## config.mk

```make
export PLATFORM = sky130hd
export DESIGN_NAME = imem_fetch_ctrl
export DESIGN_NICKNAME = d
export VERILOG_FILES = /design/src/rtl/imem_pkg.sv /design/src/rtl/imem_rr_arb2.sv /design/src/rtl/imem_fetch_ctrl.sv
export SDC_FILE = /design/constraint.sdc
export NUM_CORES = 1
export LEC_CHECK = 0
export CAP_MARGIN = 20
export CORE_MARGIN = 2
export CORE_UTILIZATION = 38
export DETAILED_ROUTE_END_ITERATION = 16
export PLACE_DENSITY_LB_ADDON = 0.3
export RECOVER_POWER = 50
export SLEW_MARGIN = 10
export SYNTH_ARGS = -nofsm -noshare
export SYNTH_HDL_FRONTEND = slang
export SYNTH_SLANG_ARGS = --single-unit
```

## constraint.sdc

```tcl
create_clock -name clk -period 2 [get_ports clk]
set_input_delay 0.4 -clock clk [delete_from_list [all_inputs] [get_ports clk]]
set_output_delay 0.4 -clock clk [all_outputs]
set_load 0.01 [all_outputs]
```

## src/rtl/imem_pkg.sv

```systemverilog
// rtl/imem_pkg.sv - shared encodings and constants for the instruction-memory fetch controller
package imem_pkg;

    typedef enum logic [1:0] {
        IDLE = 2'd0,
        READ = 2'd1,
        DONE = 2'd2
    } state_t;

    typedef enum logic {
        GNT_FETCH = 1'b0,
        GNT_LOAD  = 1'b1
    } grant_t;

    localparam logic [31:0] NOP_INST       = 32'h0000_0013;
    localparam int          BYTES_PER_INST = 4;

endpackage

```

## src/rtl/imem_rr_arb2.sv

```systemverilog
// rtl/imem_rr_arb2.sv - two-requester round-robin arbiter (fetch vs. loader)
module imem_rr_arb2
    import imem_pkg::*;
(
    input  logic clk,
    input  logic reset,
    input  logic en,
    input  logic req_fetch,
    input  logic req_load,
    output logic gnt_fetch,
    output logic gnt_load
);

    grant_t last_grant;

    // On a tie the port that did not win last time is served.
    always_comb begin
        gnt_fetch = en && req_fetch && (!req_load || last_grant == GNT_LOAD);
        gnt_load  = en && req_load  && (!req_fetch || last_grant == GNT_FETCH);
    end

    always_ff @(posedge clk or posedge reset) begin
        if (reset) begin
            last_grant <= GNT_LOAD;
        end else if (gnt_fetch) begin
            last_grant <= GNT_FETCH;
        end else if (gnt_load) begin
            last_grant <= GNT_LOAD;
        end
    end

endmodule

```

## src/rtl/imem_fetch_ctrl.sv

```systemverilog
// rtl/imem_fetch_ctrl.sv - byte-wide instruction memory sequencer: 32-bit fetches as four byte reads, plus loader writes
module imem_fetch_ctrl
    import imem_pkg::*;
#(
    parameter int DEPTH = 16,
    parameter int AW    = 4
) (
    input  logic          clk,
    input  logic          reset,
    input  logic          fetch_req,
    input  logic [63:0]   fetch_addr,
    output logic          fetch_ready,
    output logic          inst_valid,
    output logic [31:0]   inst,
    output logic          fetch_err,
    input  logic          load_valid,
    input  logic [AW-1:0] load_addr,
    input  logic [7:0]    load_data,
    output logic          load_ready,
    output logic [AW-1:0] mem_addr,
    output logic [7:0]    mem_wdata,
    output logic          mem_we,
    input  logic [7:0]    mem_rdata
);

    localparam logic [63:0] MAX_ADDR = 64'(DEPTH - BYTES_PER_INST);

    state_t        state, state_nxt;
    logic [AW-1:0] base;
    logic [1:0]    cnt;
    logic          err;
    logic [23:0]   buf_q;
    logic [31:0]   inst_q;
    logic          idle;
    logic          gnt_fetch, gnt_load;
    logic          addr_bad;

    // Grants are suppressed while reset is held so no ready leaks out.
    assign idle     = (state == IDLE) && !reset;
    assign addr_bad = (fetch_addr[1:0] != 2'b00) || (fetch_addr > MAX_ADDR);

    imem_rr_arb2 u_arb (
        .clk       (clk),
        .reset     (reset),
        .en        (idle),
        .req_fetch (fetch_req),
        .req_load  (load_valid),
        .gnt_fetch (gnt_fetch),
        .gnt_load  (gnt_load)
    );

    always_comb begin
        state_nxt   = state;
        fetch_ready = 1'b0;
        load_ready  = 1'b0;
        mem_we      = 1'b0;
        mem_addr    = '0;
        mem_wdata   = '0;
        inst_valid  = 1'b0;
        case (state)
            IDLE: begin
                if (gnt_load) begin
                    load_ready = 1'b1;
                    mem_we     = 1'b1;
                    mem_addr   = load_addr;
                    mem_wdata  = load_data;
                end else if (gnt_fetch) begin
                    fetch_ready = 1'b1;
                    state_nxt   = addr_bad ? DONE : READ;
                end
            end
            READ: begin
                mem_addr = base + AW'(cnt);
                if (cnt == 2'd3) begin
                    state_nxt = DONE;
                end
            end
            DONE: begin
                inst_valid = 1'b1;
                state_nxt  = IDLE;
            end
            default: state_nxt = IDLE;
        endcase
    end

    always_ff @(posedge clk or posedge reset) begin
        if (reset) begin
            state  <= IDLE;
            base   <= '0;
            cnt    <= '0;
            err    <= 1'b0;
            buf_q  <= '0;
            inst_q <= '0;
        end else begin
            state <= state_nxt;
            if (state == IDLE && gnt_fetch) begin
                base <= fetch_addr[AW-1:0];
                cnt  <= '0;
                err  <= addr_bad;
                if (addr_bad) begin
                    inst_q <= NOP_INST;
                end
            end else if (state == READ) begin
                cnt <= cnt + 2'd1;
                // Lane 3 goes straight into the instruction so it only changes on entry to DONE.
                case (cnt)
                    2'd0: buf_q[7:0]   <= mem_rdata;
                    2'd1: buf_q[15:8]  <= mem_rdata;
                    2'd2: buf_q[23:16] <= mem_rdata;
                    default: inst_q    <= {mem_rdata, buf_q};
                endcase
            end
        end
    end

    assign inst      = inst_q;
    assign fetch_err = err;

endmodule

```

== Word-level counts from Yosys, hierarchy flattened ==
Index checks and enable logic that the tools add are counted.
Word-level totals
  register bits: 66
  output and inout bits: 49
  logic and storage cells: 70
Cells by class
  add/subtract/negate cells: 2
  $lt $le $gt $ge: 1
  equal/unequal tests: 10
  muxes and demuxes: 23
  bitwise gates (word level): 2
  reductions and logical operators: 23
Operators with widths (count)
  $mux 32: 4
  $gt 64x4->1 const B: 1
  $mux 8: 2
  $reduce_and 3->1: 5
  $mux 2: 6
  $mux 1: 8
  $ne 2x2->1 const B: 4
  $pmux 4 s2: 1
  $eq 2x2->1 const B: 3
  $logic_and 1x1->1: 6
  $reduce_bool 2->1: 3
  $add 4x2->4: 1
  $eq 2x1->1 const B: 2
  $logic_not 2->1: 2
  $mux 4: 1
  $pmux 2 s2: 1
  $logic_not 1->1: 3
  $logic_or 1x1->1: 3
  $reduce_or 3->1: 1
  $add 2x1->2 const B: 1
  $ne 2x1->1 const B: 1
  $not 1->1: 2

== Logic depth before layout (Yosys ltp) ==
  depth after elaboration: 7
  depth in mapped cells: 6
  mapped depth without buffers: 5

== Hierarchy ==
From an unflattened synthesis, not the netlist that was laid out.
Unflattened totals
  cells, all modules: 268
  area total of the unflattened synthesis: 3093.0 µm²
By module, submodules not included
  imem_fetch_ctrl: instances 1, cells an instance 259, area each 3026.7 µm², sequential area each 1626.6 µm²
  imem_rr_arb2: instances 1, cells an instance 9, area each 66.3 µm², sequential area each 26.3 µm²

== Worst setup path after synthesis ==
OpenSTA, ideal clock, no wires.
  path kind: reg-to-output
  start point: reg state[1]
  end point: out mem_wdata[0]
  arrival time: 1472 ps
  required time: 1600 ps
  slack: 128 ps
  cell stages (with the launch flop): 6
  cells stage by stage: dfrtp_1 -> nor3_1 -> nand2_1 -> a21oi_1 -> clkbuf_1 -> and2_1
On the way
  longest elaborated chain between the ends: 6
Ends and longest elaborated chain
  start: declaration: line imem_fetch_ctrl.sv:28  | state_t state, state_nxt;
  start signal: assignment: line imem_fetch_ctrl.sv:95  | state <= state_nxt;
  $logic_not 2->1 (*): line imem_fetch_ctrl.sv:39, imem_fetch_ctrl.sv:60
  $logic_and 1x1->1: line imem_fetch_ctrl.sv:39  | assign idle = (state == IDLE) && !reset;
  $logic_and 1x1->1 (2 in series): line imem_rr_arb2.sv:19  | gnt_load = en && req_load && (!req_fetch || last_grant == GNT_FETCH);
  $mux 8: line imem_fetch_ctrl.sv:62  | if (gnt_load) begin
  $mux 8 (*): line imem_fetch_ctrl.sv:60  | case (state)
  end: declaration: line imem_fetch_ctrl.sv:21  | output logic [7:0] mem_wdata,
Every way passes the cells marked *; elsewhere a longest branch is shown, timed or not.

== Final worst setup path ==
  start point: reg state[1]
  end point: out mem_addr[1]
On the way
  longest elaborated chain between the ends: 6
Ends and longest elaborated chain
  $logic_not 2->1: line imem_fetch_ctrl.sv:39, imem_fetch_ctrl.sv:60
  $logic_and 1x1->1: line imem_fetch_ctrl.sv:39
  $logic_and 1x1->1 (2 in series): line imem_rr_arb2.sv:19
  $mux 4: line imem_fetch_ctrl.sv:62
  $pmux 4 s2 (*): line imem_fetch_ctrl.sv:60
  end: declaration: line imem_fetch_ctrl.sv:20  | output logic [AW-1:0] mem_addr,
Marked as above.

==> reports/results.txt <==
Status: finished, violations left
Failing checks: negative setup slack
Starting density of the core: 0.391
Cell with the most instances after synthesis: nand2_1
Global-route wire length before repair: 13400 um
Syn Nets: 382
Final period util: 1.10
Slew Viols, Final: 0
Reg2reg start: state[1]
Root Buffer: clkbuf_8
Site Rows: 32
Top post-synthesis cells by count: nand2_1 (86), dfrtp_1 (65), mux2_2 (24)
Max Cap Viol: 0
Setup CP Type: flip-flop to output port
Share of cells above drive strength 1: 0.270
Syn. warnings: 0
Wirelength per Cell: 15.5 um
Tot GR Track Use: 0.200
Post-synth cell types: 30
CTS clk-pin slew, worst paths: 0.07 ns
Fillers: 582
Cells after synthesis: 287
Antenna violations before repair: 0
Post-Synth XOR/XNOR Area: 0.00869
F_max: 454 MHz
Slew @ Worst Pin: 1.23 ns
Post-synth top area cell: dfrtp_1
Endpoints failing setup: 14
Yosys top cell area share: 0.538
Clock latency on the worst-skew pair: 0.33 ns
Area Overhead vs Synth: 64.4%
Gpl congestion: 0.782
Final Critical Period: 2.20 ns
Post-DRT Antenna Nets: 0
PortBufs: 136
Sinks on Clock Net: 66
Via density: 4.93
Multi-input gate area: 1350 um^2
R2R depth: 9
Final WL: 8640 um
Crit. End Element: output port
Reg-to-reg setup timing slack: 0.24 ns
Placed insts: 531
Clock buffer depth: 2
Worst Skew: 0.00964 ns
Chip Height: 93.2 um
Mapped Avg Cell Area: 10.5 um^2
Post-synthesis adder-cell area fraction: 0.0315
RR Endpoint: inst[3]
Largest net degree at the start of global routing: 52
Register bit total from synthesis: 66
Core ar.: 7730 um^2
PD cells: 647 nW/um^2
Primary FF master, synth: dfrtp_1
Seq/Total Area, Yosys: 0.547
Total gr overflow: 0
Leak Pwr: 2.16 nW
DR pass1 iterations: 4
DP HPWL: 6280 um
Vias after detailed routing: 2749
CTS tree: built
Largest family of logic cells by synthesized area: simple AND/OR/NAND/NOR gates
Post-synthesis simple-gate area fraction: 0.198
Diodes inserted: 0
RSZ-0062 raised after global routing: true
Worst setup SP type: flip-flop
Worst relative slew slack: 0.178
Total area of sequential cells: 1650 um^2
Worst Path Arrival: 1.80 ns
Post-route setup slack: -0.201 ns
NumNets Final: 546
Post-synth EDFFs: 0
Hold Fails Final Rpt: 0
Number of global-route vias before repair: 2785
Cell Area, Synth: 3020 um^2
Die ar.: 8680 um^2
Io pins: 137
Post-synthesis compound-gate area fraction: 0.0944
H-tree levels: 3
Drt drc: 0
HP Class: input pin to asynchronous set/reset pin
Multiplexer share of the synthesized area: 0.0894
Async S/R FF share, synth: 1.00
Worst-path fanout max: 3
Setup TNS: -1.61 ns
Crit path required time: 1.60 ns
VDD IR max: 0.000377 V
Layout Cells excl Fill: 558
Dominant cells by area after synthesis: dfrtp_1 (54%), nand2_1 (11%), mux2_2 (8.9%)
CTS Buf Count: 9
Die W: 93.2 um
Hold_buf cts: 0
Detailed router's first-iteration violation count: 113
-- worst max-delay path, cell delays in order, from the launching register on --
cell and delay (ns):
dfrtp_1 0.40, nor3_2 0.20, nand2_1 0.11, a21oi_2 0.16
buf_2 0.17, buf_6 0.10, buf_6 0.08, a22o_1 0.12
buf_2 0.13
-- kinds of logic after synthesis --
group           count (synthesis)
buf+inv                        18
flops                          66
compound gates                 40
xor+xnor                        3
mux                            24
fa+ha+maj                       7
simple gates                  129
-- state kept, by name, summed over array words and instances, names as in the netlist --
name / count
inst: 32
u_arb.last_grant: 1
buf_q: 24
base: 4
cnt: 2
state: 2
fetch_err: 1
-- worst max-delay path by stage --
stage                   from            to  slack [ns]
floorplan           state[1]  mem_wdata[0]        0.13
global placement       reset   mem_addr[2]       -0.47
detailed placement     reset  mem_wdata[5]       -0.55
CTS                 state[0]   mem_addr[1]       -0.15
global route        state[1]   mem_addr[1]       -0.25
finish              state[1]   mem_addr[1]       -0.20
-- final cells by class --
class / instances / area share
clock buffers: 12 / 0.0332
clock inverters: 4 / 0.0146
inverters: 5 / 0.00428
multi-input cells: 203 / 0.271
flip-flops and latches: 66 / 0.333
well taps: 102 / 0.0257
repair buffers: 166 / 0.318
-- power by group --
part	internal [mW]	switching (mW)
registers	1.40	0.0401
logic	0.295	0.187
clock network	0.802	0.494
total	2.49	0.721
-- metrics by stage --
step | cell area (um^2) | setup WS (ns) | hold WS [ns] | utilization | power, mW
floorplan | 3030 | 0.128 | 0.444 | - | 1.61
global placement | 4620 | -0.468 | 0.455 | 0.598 | 1.90
detailed placement | 4620 | -0.549 | 0.462 | 0.598 | 1.91
CTS | 4880 | -0.149 | 0.387 | 0.632 | 3.21
global route | 4970 | -0.250 | 0.413 | 0.643 | 3.34
finish | 4970 | -0.201 | 0.399 | 0.643 | 3.22
-- routing by layer --
| layer | global-route usage | part of all wire |
|---|---|---|
| met5 | 0 | 0 |
| met2 | 0.371 | 0.53 |
| met3 | 0.0419 | 0.051 |
| met4 | 0.0797 | 0.029 |
| met1 | 0.224 | 0.39 |
-- timing repair --
item / 4_1_cts / 5_1_grt
setup buffers: 8 / 2
cloned: 1 / 0
resized for setup: 69 / 21
setup endpoints to repair: 16 / 23
pin swaps: 3 / 13
-- layout by cell type, fill, tap and decap left out, types with 8 or more instances in the layout --
master / n
clkdlybuf4s50_1: 118
nand2_1: 85
dfrtp_1: 65
mux2_2: 24
o21ai_2: 21
buf_4: 21
clkbuf_8: 12
nor4_1: 11
buf_2: 10
buf_6: 9
o21ai_1: 8
Note: power is estimated with default switching activity, not from simulation.
